## src/rtl/mux16_rr_arbiter.sv

```systemverilog
// rtl/mux16_rr_arbiter.sv - round-robin owner arbiter driving the select of a shared 16:1 mux
// One owner at a time, bounded burst under contention, rotating priority pointer.
module mux16_rr_arbiter #(
  parameter int MAX_HOLD = 8,
  parameter int CW       = 8
) (
  input  logic        clk,
  input  logic        rst,
  input  logic [15:0] req,
  output logic [15:0] grant,
  output logic        gnt_valid,
  output logic [3:0]  gnt_idx,
  output logic [3:0]  sel,
  output logic        gnt_new
);

  typedef enum logic {IDLE, GRANT} state_t;

  localparam logic [CW-1:0] HOLD_LAST = CW'(MAX_HOLD - 1);

  state_t        state_q;
  logic [15:0]   grant_q;
  logic          valid_q;
  logic [3:0]    idx_q;
  logic [3:0]    sel_q;
  logic          new_q;
  logic [3:0]    ptr_q;
  logic [CW-1:0] hold_q;

  logic [15:0]   others;
  logic          others_any;
  logic [4:0]    pick_idle;
  logic [4:0]    pick_next;

  // Returns {found, index} of the first set bit of m scanning start, start+1, ... mod 16.
  function automatic logic [4:0] rr_pick(input logic [15:0] m, input logic [3:0] start);
    logic [4:0] r;
    logic [3:0] i;
    r = '0;
    for (int k = 15; k >= 0; k--) begin
      i = start + 4'(k);
      if (m[i]) r = {1'b1, i};
    end
    return r;
  endfunction

  always_comb begin
    others     = req & ~(16'h0001 << idx_q);
    others_any = |others;
    pick_idle  = rr_pick(req, ptr_q);
    // Outgoing owner is masked and the scan starts just past it, so it ranks last.
    pick_next  = rr_pick(others, idx_q + 4'd1);
  end

  always_ff @(posedge clk or posedge rst) begin
    if (rst) begin
      state_q <= IDLE;
      grant_q <= '0;
      valid_q <= 1'b0;
      idx_q   <= '0;
      sel_q   <= 4'hF;
      new_q   <= 1'b0;
      ptr_q   <= '0;
      hold_q  <= '0;
    end else begin
      new_q <= 1'b0;
      case (state_q)
        IDLE: begin
          if (pick_idle[4]) begin
            state_q <= GRANT;
            grant_q <= 16'h0001 << pick_idle[3:0];
            valid_q <= 1'b1;
            idx_q   <= pick_idle[3:0];
            sel_q   <= 4'hF - pick_idle[3:0];
            new_q   <= 1'b1;
            hold_q  <= '0;
          end
        end
        GRANT: begin
          if (!req[idx_q] || (hold_q == HOLD_LAST && others_any)) begin
            ptr_q <= idx_q + 4'd1;
            if (pick_next[4]) begin
              grant_q <= 16'h0001 << pick_next[3:0];
              idx_q   <= pick_next[3:0];
              sel_q   <= 4'hF - pick_next[3:0];
              new_q   <= 1'b1;
              hold_q  <= '0;
            end else begin
              state_q <= IDLE;
              grant_q <= '0;
              valid_q <= 1'b0;
            end
          end else if (hold_q == HOLD_LAST) begin
            hold_q <= '0;
          end else begin
            hold_q <= hold_q + CW'(1);
          end
        end
        default: state_q <= IDLE;
      endcase
    end
  end

  assign grant     = grant_q;
  assign gnt_valid = valid_q;
  assign gnt_idx   = idx_q;
  assign sel       = sel_q;
  assign gnt_new   = new_q;

`ifndef SYNTHESIS
  a_onehot: assert property (@(posedge clk) disable iff (rst) $onehot0(grant));
  a_valid:  assert property (@(posedge clk) disable iff (rst) gnt_valid == (|grant));
  a_owner:  assert property (@(posedge clk) disable iff (rst) gnt_valid |-> grant[gnt_idx]);
  a_sel:    assert property (@(posedge clk) disable iff (rst) ({1'b0, sel} + {1'b0, gnt_idx}) == 5'd15);
  a_new:    assert property (@(posedge clk) disable iff (rst) gnt_new |-> gnt_valid);
`endif

endmodule
```

## config.mk

```make
export PLATFORM = sky130hd
export DESIGN_NAME = mux16_rr_arbiter
export DESIGN_NICKNAME = d
export VERILOG_FILES = /design/src/rtl/mux16_rr_arbiter.sv
export SDC_FILE = /design/constraint.sdc
export NUM_CORES = 1
export LEC_CHECK = 0
export CAP_MARGIN = 20
export CORE_MARGIN = 1
export CORE_UTILIZATION = 55
export CTS_CLUSTER_SIZE = 14
export DETAILED_ROUTE_END_ITERATION = 12
export GPL_ROUTABILITY_DRIVEN = 1
export PLACE_DENSITY = 0.81
export SYNTH_ARGS = -nofsm -noshare
export SYNTH_HDL_FRONTEND = slang
export SYNTH_SLANG_ARGS = --single-unit
```

## constraint.sdc

```tcl
create_clock -name clk -period 7.25 [get_ports clk]
set_input_delay 1.0875 -clock clk [delete_from_list [all_inputs] [get_ports clk]]
set_output_delay 1.0875 -clock clk [all_outputs]
set_load 0.1 [all_outputs]
```

# Word-level counts from Yosys, hierarchy flattened
# Cells that the tools add are included.
[word_totals] reg_bits=39 inputBits=18 wordCells=221
[op_classes] addsub=34 order_cmp=33 eq_ne=6 shifts=3 n_mux=125 bitwise_logic=3 reduce_logical=9
[ops] cell="$lt A4 B5 Y1 const B" n=33
[ops] cell="$mux W5" n=32
[ops] cell="$bmux W1 S4" n=33
[ops] cell="$add A4 B4 Y4 const B" n=16
[ops] cell="$mux W16" n=3
[ops] cell="$shl A1 B4 Y16 const A" n=3
[ops] cell="$mux W1" n=40
[ops] cell="$add A4 B3 Y4 const B" n=8
[ops] cell="$mux W8" n=4
[ops] cell="$pmux W16 S2" n=1
[ops] cell="$mux W4" n=6
[ops] cell="$add A4 B2 Y4 const B" n=4
[ops] cell="$and A16 B16 Y16" n=1
[ops] cell="$not A16 Y16" n=1
[ops] cell="$pmux W4 S2" n=2
[ops] cell="$pmux W8 S2" n=1
[ops] cell="$reduce_or A16 Y1" n=1
[ops] cell="$add A4 B1 Y4 const B" n=3
[ops] cell="$add A8 B1 Y8 const B" n=1
[ops] cell="$eq A8 B3 Y1 const B" n=1
[ops] cell="$sub A4 B4 Y4 const A" n=2
[ops] cell="$pmux W1 S2" n=3
[ops] cell="$reduce_and A2 Y1" n=3
[ops] cell="$reduce_and A3 Y1" n=2
[ops] cell="other kinds (7)" n=9

# Longest topological paths before layout
# Gate-level depths: netlist (run 1).
[depth] word_depth=25 depth_mapped=21 mapped_depth_nobuf=15

# Worst setup path after synthesis (run 1)
# No wires, ideal clock.
[synth_path] kind="reg2reg" start="register idx_q[0], in the netlist gnt_idx[0]" end="register grant_q[0], in the netlist grant[0]" setup_ns=0.090 arrival_time_ns=5.702 t_required_ns=7.160 slack_ns=1.457 stages_incl_launch_ff=19 n_path_buf=5 synth_period_minus_slack_ns=5.793 cell_sequence="dfrtp_1 buf_4 inv_1 clkbuf_1 ha_1 clkinv_1 buf_4 buf_1 buf_2 ha_1 xnor3_1 a2111oi_0 or4bb_1 a21oi_1 o311ai_1 a221oi_4 o2bb2ai_2 or4b_4 o221ai_1"
[synth_via] elab_chain_len=25 elab_cells_between_ends=79 cone_classes="16 x add/sub; 1 x eq/ne; 2 x shift; 53 x mux; 2 x bitwise; 5 x reduce/logical"
[synth_rtl] item="from (decl)" line_no="24" rtl="logic [3:0] idx_q;"
[synth_rtl] item="from (signal assigned)" line_no="73" rtl="idx_q <= pick_idle[3:0];"
[synth_rtl] item="from (signal assigned)" line_no="84" rtl="idx_q <= pick_next[3:0];"
[synth_rtl] item="parallel branches: the longest is 25 deep, another holds $add A4 B1 Y4"
[synth_rtl] item="to (signal assigned)" line_no="71" rtl="grant_q <= 16'h0001 << pick_idle[3:0];"
[synth_rtl] item="to (signal assigned)" line_no="83" rtl="grant_q <= 16'h0001 << pick_next[3:0];"
[synth_rtl] item="to (decl)" line_no="22" rtl="logic [15:0] grant_q;"
# Several ways; the timed one is not identified. The select of a mux whose other input is x is not followed.
# A chain may end at the register's enable or synchronous reset.

# Worst setup path after layout (run 1)
[layout_path] start="register ptr_q[0]" end="register grant_q[4], in the netlist grant[4]"
[layout_via] elab_chain_len=22 elab_cells_between_ends=68 cone_classes="15 x add/sub; 1 x eq/ne; 1 x shift; 50 x mux; 1 x reduce/logical"
[layout_rtl] item="from (decl)" line_no="27" rtl="logic [3:0] ptr_q;"
[layout_rtl] item="from (signal assigned)" line_no="81" rtl="ptr_q <= idx_q + 4'd1;"
[layout_rtl] item="$add A4 B4 Y4" line_no="41" rtl="i = start + 4'(k);"
[layout_rtl] item="$bmux W1 S4" line_no="42" rtl="if (m[i]) r = {1'b1, i};"
[layout_rtl] item="$mux W1 (not written as such)" line_no="42"
[layout_rtl] item="$mux W5 (15 in a row)" line_no="42"
[layout_rtl] item="$mux W5 (*)" line_no="42"
[layout_rtl] item="$shl A1 B4 Y16" line_no="71"
[layout_rtl] item="$mux W16" line_no="69" rtl="if (pick_idle[4]) begin"
[layout_rtl] item="$pmux W16 S2" line_no="67" rtl="case (state_q)"
# Mark *: on every way between the ends. The rest lies on a longest branch, timed or not. The select of a mux whose other input is x is not followed.

==> results of run 1 <==
final cells by class:
class                      count  area share, %
clock buffer                   6           1.64
clock inverter                 2          0.457
inverter                      29           1.28
multi-input combinational    779           75.8
sequential                    39           11.6
tap                          180           2.65
timing repair buffer          60           6.57
stage by stage:
step | instance area [um2] | hold slack, ns | util, %
6_report | 8490 | 0.490 | 60.7
3_5_place_dp | 8310 | 0.471 | 59.4
3_3_place_gp | 8310 | 0.474 | 59.4
2_1_floorplan | 7930 | 0.482 | -
5_1_grt | 8490 | 0.508 | 60.7
4_1_cts | 8490 | 0.481 | 60.7
sequential cells by signal, summed over array words and instances (netlist names):
register / cells
grant: 16
gnt_new: 1
state_q: 1
gnt_valid: 1
sel: 4
hold_q: 8
gnt_idx: 4
ptr_q: 4
worst reg2reg max path: stages, from the launching register on:
cell and delay, ns:
sky130_fd_sc_hd__dfrtp_1 0.33, sky130_fd_sc_hd__buf_4 0.42, sky130_fd_sc_hd__inv_2 0.32, sky130_fd_sc_hd__ha_1 1.10
sky130_fd_sc_hd__mux4_2 0.68, sky130_fd_sc_hd__mux2_2 0.32, sky130_fd_sc_hd__mux2i_2 0.46, sky130_fd_sc_hd__a311oi_1 0.23
sky130_fd_sc_hd__a2111oi_0 0.56, sky130_fd_sc_hd__a2111oi_0 0.27, sky130_fd_sc_hd__or3_1 0.45, sky130_fd_sc_hd__or4_1 0.42
sky130_fd_sc_hd__o211ai_1 0.10
cells by family after synthesis:
kind of cell	Yosys count	synth area share (%)
flops	39	12.4
fa+ha+maj	19	3.00
simple gates	311	20.9
buf+inv	97	6.41
xor+xnor	28	3.55
mux	143	27.6
compound gates	278	26.2
worst paths after layout:
check / start / endpoint / slack (ns) / cells past startpoint
max in group asynchronous: rst / gnt_idx[0] / 5.65 / 3
worst min register to register: sel[0] / sel[0] / 0.49 / 2
min in group asynchronous: rst / hold_q[2] / 1.23 / 3
worst max register to register: ptr_q[0] / grant[4] / 1.49 / 12
worst min-delay path: sel[0] / sel[0] / 0.49 / 2
worst max-delay path: ptr_q[0] / grant[4] / 1.49 / 12
metal layers:
layer  GRT usage, %  up-vias  part of all wire [%]
li1               -     3638                     -
met4           15.7        0                   3.7
met3           4.45       79                   9.2
met2           54.6      525                    45
met5              0        -                     0
met1           49.5     3945                    42
synth_stat cells (9+ instances only):
master	instances	area share (%)
sky130_fd_sc_hd__nand2_1	102	4.8
sky130_fd_sc_hd__mux4_2	52	15
sky130_fd_sc_hd__ha_1	19	3.0
sky130_fd_sc_hd__nor3_1	16	1.0
sky130_fd_sc_hd__nor2b_1	9	0.71
sky130_fd_sc_hd__buf_4	10	0.95
sky130_fd_sc_hd__nand3_1	24	1.5
sky130_fd_sc_hd__o211ai_1	20	1.9
sky130_fd_sc_hd__mux2_2	27	3.8
sky130_fd_sc_hd__nor4_1	11	0.87
sky130_fd_sc_hd__or3_1	9	0.71
sky130_fd_sc_hd__and3_1	10	0.79
sky130_fd_sc_hd__a2111oi_0	11	1.2
sky130_fd_sc_hd__dfrtp_1	35	11
sky130_fd_sc_hd__xnor2_1	16	1.8
sky130_fd_sc_hd__a211oi_1	14	1.3
sky130_fd_sc_hd__buf_2	15	0.95
sky130_fd_sc_hd__mux2i_1	58	7.3
sky130_fd_sc_hd__and2_1	10	0.79
sky130_fd_sc_hd__nor2_1	44	2.1
sky130_fd_sc_hd__inv_1	24	1.1
sky130_fd_sc_hd__o22ai_1	17	1.3
sky130_fd_sc_hd__nand2b_1	17	1.3
sky130_fd_sc_hd__o21ai_0	42	2.7
sky130_fd_sc_hd__clkbuf_1	24	1.1
sky130_fd_sc_hd__buf_6	10	1.4
sky130_fd_sc_hd__a21oi_1	33	2.1
sky130_fd_sc_hd__o221ai_1	16	1.8
layout by cell type, fill, tap and decap left out, types with 17 or more instances in the layout:
master | synthesis | final
sky130_fd_sc_hd__ha_1 | 19 | 19
sky130_fd_sc_hd__dfrtp_1 | 35 | 34
sky130_fd_sc_hd__o21ai_0 | 42 | 42
sky130_fd_sc_hd__nand2b_1 | 17 | 17
sky130_fd_sc_hd__buf_4 | 10 | 17
sky130_fd_sc_hd__o22ai_1 | 17 | 17
sky130_fd_sc_hd__clkdlybuf4s50_1 | 0 | 43
sky130_fd_sc_hd__nor2_1 | 44 | 44
sky130_fd_sc_hd__nand2_1 | 102 | 102
sky130_fd_sc_hd__mux2i_1 | 58 | 58
sky130_fd_sc_hd__mux4_2 | 52 | 52
sky130_fd_sc_hd__o211ai_1 | 20 | 20
sky130_fd_sc_hd__nand3_1 | 24 | 24
sky130_fd_sc_hd__a21oi_1 | 33 | 33
sky130_fd_sc_hd__mux2_2 | 27 | 27
sky130_fd_sc_hd__inv_1 | 24 | 24
==> impl_metrics.csv, run 1 <==
group,metric,value,unit
detailed_routing,detail_route.vias_per_cell,7.48,
clock_network,cts-resized-gates,0,
clock_network,ctsHtreeMaxLevel,2,
final_layout,num-fill-cells,1229,
final_layout,register_area,982,um2
clock_network,tritoncts,"built",
place,finalWeightedCongestion,0.984,
clock_network,cts_inserted_buffers,5,
synth,synth_edf_count,0,
grt,grt_usage,35.4,%
sta,totalNegativeSetupSlack,0,ns
place,numPortBuffers,43,
floorplanning,row_count,43,
clock_network,clkLatencyLatePin,0.28,ns
final_layout,antenna_cells_inserted,0,
detailed_routing,finalWirelength,25.7,mm
sta,maxClockFrequency,174,MHz
critical_path,worst_endpoint_required_time,7.45,ns
sta,slew_violations,0,
final_layout,area_growth_syn_to_layout,7.10,%
final_layout,finalNonFillerCells,1095,
sta,final.period_utilization,79.5,%
sta,setup_viol,0,
critical_path,critical_path_buf_inv_count,2,
critical_path,critical_path_arrival,5.96,ns
place,dp_cells,1087,
final_layout,multi_input_area,0.00644,mm2
hold_path,min_path_type,"flip-flop to flip-flop",
critical_path,max_stage_delay,1.10,ns
sta,slew-limit-headroom,27.7,%
sta,layout_setup_ws,1.49,ns
floorplanning,core-area,0.0140,mm2
detailed_routing,drt-wirelength-per-cell,23.5,um
place,dp_hpwl,19.1,mm
synth,synth_flop_cell,"sky130_fd_sc_hd__dfrtp_1",
synth,syn-num-nets,952,
synth,ys_warn_count,0,
run_status,status,"finished, final reports clean",
clock_network,post-cts-setup-buffers,0,
synth,syn-mean-instance-area,8.66,um2
job,drv.max_cap_violation_count,0,
grt,number_of_antenna_violations_at_the_first_check_in_global_routing,0,
sta,hold_viol,0,
critical_path,cp_cell_sequence,"buf_4 -> inv_2 -> ha_1 -> mux4_2 -> mux2_2 -> mux2i_2 -> a311oi_1 -> a2111oi_0 -> a2111oi_0 -> or3_1 -> or4_1 -> o211ai_1",
synth,synth.yosys.seq_area_share,12.4,%
detailed_routing,detail-route-antenna-nets,0,
synth,netlist-cell-type-count,106,
grt,grt_max_degree,46,
grt,grt_first_pass_wirelength,41.4,mm
critical_path,worstSetupPathType,"flip-flop to flip-flop",
critical_path,critical_path.startpoint_type,"flip-flop",
synth,postSynth.asyncResetShare,100,%
detailed_routing,drt-pass1-iter-count,5,
grt,first_global_vias,7685,
critical_path,cp_top_family,"multiplexers",
critical_path,crit_path_end_kind,"flip-flop",
synth,netlist_area,0.00793,mm2
floorplanning,die_y,122,um
detailed_routing,drc,0,
clock_network,clkTransAtPathRegs,0.06,ns
final_layout,layout-drive-gt1-share,17.2,%
sta,rsz0062_at_grt,"no",
critical_path,cp_common_cell,"sky130_fd_sc_hd__a2111oi_0",
final_layout,num-nets-final,951,
floorplanning,die-width,122,um
sta,timing.final.crit_period,5.76,ns
floorplanning,dieArea,0.0149,mm2
detailed_routing,dr_total_vias,8187,
clock_network,cts-root-to-sink-buffers,2,
clock_network,holdBufCountCts,0,
floorplanning,floorplan.io_pins,44,
critical_path,critical-path-slowest-cell,"sky130_fd_sc_hd__ha_1",
synth,postSynthRegisterBits,39,
clock_network,cts_sinks,39,
detailed_routing,detail_route.iter0.violations,1130,
grt,grt_overflow,0,
clock_network,cts_root_buf,"sky130_fd_sc_hd__clkbuf_16",
critical_path,timing.critical_path.fanout_max,35,
place,place_worst_setup_slack,1.59,ns
floorplanning,initial_util,56.7,%
sta,worst-slew-pin-transition,1.08,ns
sta,finClkSkew,0.00757,ns
synth,synth_cells,915,
Power of run 1 is left out: the tool's default activity adds up to more than one toggle a clock period on the data nets, which glitch-free logic cannot reach.
==> run 2, diff against run 1 <==
- clock period: 7.25 -> 5.7 ns (I/O delays scaled with it)
==> impl_metrics.csv, run 2 (synthesis gave the netlist of run 1 again) <==
group,metric,value,unit
clock_network,tritoncts,"built",
grt,first_global_vias,7615,
clock_network,cts_sinks,39,
run_status,status,"finished, final reports clean",
final_layout,area_growth_syn_to_layout,8.30,%
final_layout,max_reg_flops,16,
final_layout,multi_input_area,0.00644,mm2
grt,number_of_antenna_violations_at_the_first_check_in_global_routing,0,
sta,totalNegativeSetupSlack,0,ns
hold_path,hold_path_startpoint,"sel[0]",
sta,final.period_utilization,89.7,%
sta,worst-slew-pin-transition,0.982,ns
grt,grt_first_pass_wirelength,41.8,mm
clock_network,cts_inserted_buffers,5,
critical_path,worst_r2r_path_depth,14,
final_layout,final_common_cell,"sky130_fd_sc_hd__nand2_1",
hold_path,hold_path_depth,2,
clock_network,cts-root-to-sink-buffers,2,
clock_network,clkLatencyLatePin,0.28,ns
floorplanning,initial_util,56.7,%
floorplanning,core-area,0.0140,mm2
clock_network,cts-resized-gates,0,
critical_path,setup.reg_to_reg.worst_slack,0.59,ns
critical_path,worst_endpoint_required_time,5.89,ns
grt,grt_overflow,0,
critical_path,timing.rr.end,"hold_q[2]",
critical_path,timing.critical_path.fanout_max,17,
detailed_routing,detail_route.vias_per_cell,7.49,
job,drv.max_cap_violation_count,0,
place,numPortBuffers,43,
sta,slew-limit-headroom,34.3,%
floorplanning,row_count,43,
floorplanning,floorplan.io_pins,44,
sta,setup_viol,0,
sta,maxClockFrequency,196,MHz
detailed_routing,detail-route-antenna-nets,0,
critical_path,critical_path.startpoint_type,"flip-flop",
grt,grt_usage,35.8,%
sta,slew_violations,0,
critical_path,worstSetupPathType,"flip-flop to flip-flop",
place,place_worst_setup_slack,0.653,ns
floorplanning,die_y,122,um
final_layout,num-fill-cells,1229,
detailed_routing,drc,0,
final_layout,finalNonFillerCells,1107,
sta,hold_slack,0.485,ns
clock_network,holdBufCountCts,0,
detailed_routing,drt-wirelength-per-cell,23.3,um
sta,layout_setup_ws,0.586,ns
sta,hold_viol,0,
hold_path,min_path_type,"flip-flop to flip-flop",
detailed_routing,dr_total_vias,8293,
final_layout,num-nets-final,963,
clock_network,post-cts-setup-buffers,0,
detailed_routing,drt-pass1-iter-count,6,
hold_path,min_delay_worst_endpoint,"sel[0]",
clock_network,ctsHtreeMaxLevel,2,
place,finalWeightedCongestion,1.05,
place,dp_cells,1098,
sta,rsz0062_at_grt,"no",
final_layout,most-common-layout-cells,"102 x sky130_fd_sc_hd__nand2_1, 58 x sky130_fd_sc_hd__mux2i_1, 52 x sky130_fd_sc_hd__mux4_2",
final_layout,antenna_cells_inserted,0,
critical_path,critical_path_arrival,5.30,ns
clock_network,clkTransAtPathRegs,0.05,ns
sta,timing.final.crit_period,5.11,ns
critical_path,critical-path-slowest-cell,"sky130_fd_sc_hd__o22ai_1",
final_layout,layout-drive-gt1-share,18.0,%
critical_path,r2r_startpoint,"gnt_idx[0]",
final_layout,register_area,982,um2
detailed_routing,detail_route.iter0.violations,1198,
detailed_routing,finalWirelength,25.8,mm
floorplanning,dieArea,0.0149,mm2
place,dp_hpwl,19.5,mm
critical_path,max_stage_delay,0.62,ns
floorplanning,die-width,122,um
clock_network,cts_root_buf,"sky130_fd_sc_hd__clkbuf_16",
critical_path,cp_cell_sequence,"ha_1 -> xnor2_1 -> inv_2 -> ha_1 -> o21bai_1 -> o2bb2ai_1 -> xnor2_1 -> mux2i_1 -> nand2_1 -> nor4_1 -> nand2_1 -> o22ai_1 -> o21ai_0 -> o21ai_0",
grt,grt_max_degree,40,
sta,finClkSkew,0.00350,ns
critical_path,crit_path_end_kind,"flip-flop",
==> run 2: cell types whose count changed in the layout (fill, tap and decap cells not counted), sizes merged <==
cell and change:
clkbuf +1, buf +12, inv -1
==> run 2: critical path: cells and delay by family, from the launching register on <==
family | cells | cell delay, ns
AO/OA/AOI/OAI | 5 | 1.21
XOR/XNOR | 2 | 0.75
adder cells (fa/ha/maj) | 2 | 0.78
buffers and inverters | 1 | 0.30
flip-flops | 1 | 0.60
multiplexers | 1 | 0.48
AND/OR/NAND/NOR | 3 | 0.87
==> run 2: through the flow <==
| step | cell area [um2] | utilization [%] |
|---|---|---|
| after floorplan | 7930 | - |
| after global placement | 8400 | 60.0 |
| after detailed placement | 8400 | 60.0 |
| after CTS | 8560 | 61.2 |
| after global routing | 8590 | 61.4 |
| final | 8590 | 61.4 |
==> run 2: how the worst max path moves through the flow <==
stage,from,end,cells after the start
6_report,gnt_idx[0],hold_q[2],14
5_1_grt,ptr_q[1],grant[4],13
4_1_cts,ptr_q[1],grant[4],13
3_5_place_dp,req[2],grant[4],13
3_3_place_gp,req[2],grant[4],13
2_1_floorplan,gnt_idx[1],grant[0],17
==> run 2: area by class of cell <==
class                      instances  share of cell area, %
multi-input combinational        779                   75.0
sequential                        39                   11.4
timing repair buffer              72                   7.78
tap                              180                   2.62
clock buffer                       7                   1.54
inverter                          29                   1.27
clock inverter                     1                  0.350
==> run 2: metal layers <==
metal  up-vias  track usage [%]  part of all wire (%)
li1       3660                -                     -
met1      3952             50.9                    41
met2       614             54.6                    44
met3        67             7.54                    12
met4         0             10.7                   2.7
met5         -                0                     0
Power of run 2 is left out for the same reason.
==> run 3, diff against run 2 <==
- ABC_AREA: not set -> 1
- CORE_MARGIN: 1 -> 10
- PLACE_DENSITY: 0.81 -> 0.82
==> impl_metrics.csv, run 3 <==
group,metric,value,unit
final_layout,area_growth_syn_to_layout,7.60,%
grt,grt_overflow,0,
grt,grt_first_pass_wirelength,31.1,mm
sta,timing.final.crit_period,4.59,ns
final_layout,max_reg_flops,16,
critical_path,timing.rr.end,"grant[14]",
final_layout,finish.instance_area,0.00664,mm2
final_layout,register_area,981,um2
clock_network,holdBufCountCts,0,
synth,synth.cells.most_frequent,"395 x sky130_fd_sc_hd__nand2_1, 181 x sky130_fd_sc_hd__nand3_1, 101 x sky130_fd_sc_hd__inv_1",
grt,number_of_antenna_violations_at_the_first_check_in_global_routing,0,
detailed_routing,finalWirelength,18.5,mm
detailed_routing,drt-pass1-iter-count,7,
critical_path,critical_path_arrival,4.81,ns
place,dp_hpwl,14.5,mm
sta,slew_violations,0,
synth,synth_cells,1073,
floorplanning,initial_util,56.7,%
floorplanning,floorplan.io_pins,44,
detailed_routing,drc,0,
final_layout,num-fill-cells,1136,
sta,rsz0062_at_grt,"no",
synth,synth_edf_count,0,
detailed_routing,drt-wirelength-per-cell,15.0,um
critical_path,cp_top_family,"simple AND/OR/NAND/NOR gates",
sta,setup_viol,0,
place,post_dp_cell_area,0.00656,mm2
run_status,status,"finished, final reports clean",
floorplanning,row_count,38,
synth,synth_top_cell_area_share,24.0,%
critical_path,crit_path_end_kind,"flip-flop",
critical_path,critical_path_buf_inv_count,3,
clock_network,ctsHtreeMaxLevel,2,
critical_path,r2r_startpoint,"gnt_idx[1]",
final_layout,num-nets-final,1132,
sta,worst-slew-pin-transition,1.04,ns
sta,maxClockFrequency,218,MHz
final_layout,final_common_cell,"sky130_fd_sc_hd__nand2_1",
final_layout,multi_input_area,0.00445,mm2
sta,totalNegativeSetupSlack,0,ns
critical_path,cp_common_cell,"sky130_fd_sc_hd__nand2_1",
clock_network,post-cts-setup-buffers,0,
critical_path,max_stage_delay,0.70,ns
grt,grt_usage,22.7,%
detailed_routing,dr_total_vias,7000,
place,finalWeightedCongestion,0.999,
critical_path,critical-path-slowest-cell,"sky130_fd_sc_hd__dfrtp_1",
synth,synth.yosys.seq_area_share,15.9,%
sta,finClkSkew,0.00742,ns
hold_path,min_path_type,"flip-flop to flip-flop",
clock_network,cts_sinks,39,
final_layout,finalNonFillerCells,1236,
critical_path,startpoint,"gnt_idx[1]",
detailed_routing,detail_route.vias_per_cell,5.66,
synth,syn-num-nets,1110,
detailed_routing,detail-route-antenna-nets,0,
floorplanning,dieArea,0.0159,mm2
floorplanning,die_y,126,um
sta,slew-limit-headroom,30.6,%
final_layout,antenna_cells_inserted,0,
synth,yosys.cell_count.top_type,"sky130_fd_sc_hd__nand2_1",
sta,final.period_utilization,80.6,%
critical_path,critical_path.startpoint_type,"flip-flop",
critical_path,worst_r2r_path_depth,27,
critical_path,timing.critical_path.to,"grant[14]",
critical_path,worst_endpoint_required_time,5.91,ns
grt,first_global_vias,6519,
synth,syn-mean-instance-area,5.75,um2
synth,netlist_area,0.00617,mm2
sta,hold_viol,0,
clock_network,cts_root_buf,"sky130_fd_sc_hd__clkbuf_8",
synth,ys_warn_count,0,
final_layout,most-common-layout-cells,"395 x sky130_fd_sc_hd__nand2_1, 181 x sky130_fd_sc_hd__nand3_1, 101 x sky130_fd_sc_hd__inv_1",
synth,netlist-cell-type-count,51,
synth,synthDominantAreaCellType,"sky130_fd_sc_hd__nand2_1",
grt,grt_max_degree,40,
job,drv.max_cap_violation_count,0,
detailed_routing,detail_route.iter0.violations,656,
clock_network,cts_inserted_buffers,5,
clock_network,cts-root-to-sink-buffers,2,
final_layout,layout-drive-gt1-share,9.67,%
place,numPortBuffers,43,
clock_network,tritoncts,"built",
synth,ys_top_cells_by_area,"sky130_fd_sc_hd__nand2_1 24%, sky130_fd_sc_hd__nand3_1 15%, sky130_fd_sc_hd__dfrtp_1 14%, sky130_fd_sc_hd__a21oi_1 7.1%, sky130_fd_sc_hd__inv_1 6.1%",
floorplanning,die-width,126,um
clock_network,clkTransAtPathRegs,0.08,ns
critical_path,timing.critical_path.fanout_max,19,
clock_network,cts-resized-gates,0,
synth,postSynth.asyncResetShare,100,%
critical_path,setup.reg_to_reg.worst_slack,1.11,ns
synth,postSynthRegisterBits,39,
floorplanning,core-area,0.0109,mm2
place,dp_cells,1228,
synth,synth_flop_cell,"sky130_fd_sc_hd__dfrtp_1",
critical_path,worstSetupPathType,"flip-flop to flip-flop",
critical_path,critical_path_depth,27,
clock_network,clkLatencyLatePin,0.29,ns
==> run 3: cell types whose count changed in the layout (fill, tap and decap cells not counted), moves of 21 or more <==
cell / change
sky130_fd_sc_hd__nand2_1: +293
sky130_fd_sc_hd__inv_1: +77
sky130_fd_sc_hd__mux2i_1: -58
sky130_fd_sc_hd__nand3_1: +157
sky130_fd_sc_hd__a21oi_1: +54
sky130_fd_sc_hd__o21ai_0: -27
sky130_fd_sc_hd__buf_4: -21
sky130_fd_sc_hd__mux4_2: -52
sky130_fd_sc_hd__mux2_2: -27
==> run 3: metrics by stage <==
stage / hold WS [ns] / util (%) / setup slack [ns]
floorplan: 0.486 / - / 1.54
global placement: 0.513 / 60.2 / 1.33
detailed placement: 0.515 / 60.2 / 1.23
CTS: 0.526 / 61.0 / 1.20
finish: 0.522 / 61.0 / 1.11
global route: 0.549 / 61.0 / 0.561
==> run 3: logic make-up after synthesis <==
group	synth area share [%]
buf+inv	12.0
xor+xnor	4.46
simple gates	50.7
flops	15.9
compound gates	13.1
fa+ha+maj	3.85
==> run 3: cell type report <==
cell class              instances  share of cell area (%)
repair buffers                 50                    7.27
flip-flops and latches         39                    14.8
clock inverters                 1                  0.0754
multi-input cells             876                    67.0
inverters                     123                    7.07
clock buffers                   7                    1.15
well taps                     140                    2.64
==> run 3: how the worst min path moves through the flow <==
stage	start	endpoint	cells past startpoint
floorplan	hold_q[0]	hold_q[0]	1
global placement	grant[2]	grant[2]	2
detailed placement	sel[3]	sel[3]	2
CTS	sel[3]	sel[3]	2
global route	sel[3]	sel[3]	2
finish	hold_q[0]	hold_q[0]	1
==> run 3: worst register-to-register path: stages (launching register included) <==
cell and delay [ns]:
sky130_fd_sc_hd__dfrtp_1 0.70, sky130_fd_sc_hd__inv_1 0.22, sky130_fd_sc_hd__ha_1 0.69, sky130_fd_sc_hd__inv_2 0.30, sky130_fd_sc_hd__ha_1 0.42, sky130_fd_sc_hd__inv_1 0.21, sky130_fd_sc_hd__nand2_1 0.13, sky130_fd_sc_hd__nand3_1 0.14
sky130_fd_sc_hd__nand2_2 0.10, sky130_fd_sc_hd__nor2_2 0.11, sky130_fd_sc_hd__nand2_1 0.06, sky130_fd_sc_hd__nand3_1 0.07, sky130_fd_sc_hd__nand2_1 0.07, sky130_fd_sc_hd__nand2_1 0.06, sky130_fd_sc_hd__nand2_1 0.05, sky130_fd_sc_hd__nand2_1 0.05
sky130_fd_sc_hd__nand2_1 0.04, sky130_fd_sc_hd__nand2_1 0.05, sky130_fd_sc_hd__nand2_1 0.04, sky130_fd_sc_hd__nand2_1 0.05, sky130_fd_sc_hd__nand2_1 0.05, sky130_fd_sc_hd__nand2_1 0.05, sky130_fd_sc_hd__nand2_1 0.05, sky130_fd_sc_hd__nand2_1 0.07
sky130_fd_sc_hd__nand2_1 0.05, sky130_fd_sc_hd__nand2_1 0.40, sky130_fd_sc_hd__nand3_1 0.14, sky130_fd_sc_hd__a21oi_1 0.16
==> run 3: routing by layer <==
layer | GRT usage, % | up-vias | part of all wire (%)
met5 | 0 | - | 0
met4 | 9.91 | 0 | 3.4
met3 | 3.10 | 49 | 7.5
met2 | 37.6 | 298 | 47
met1 | 28.7 | 3137 | 42
li1 | - | 3516 | -
Power of run 3 is left out for the same reason.
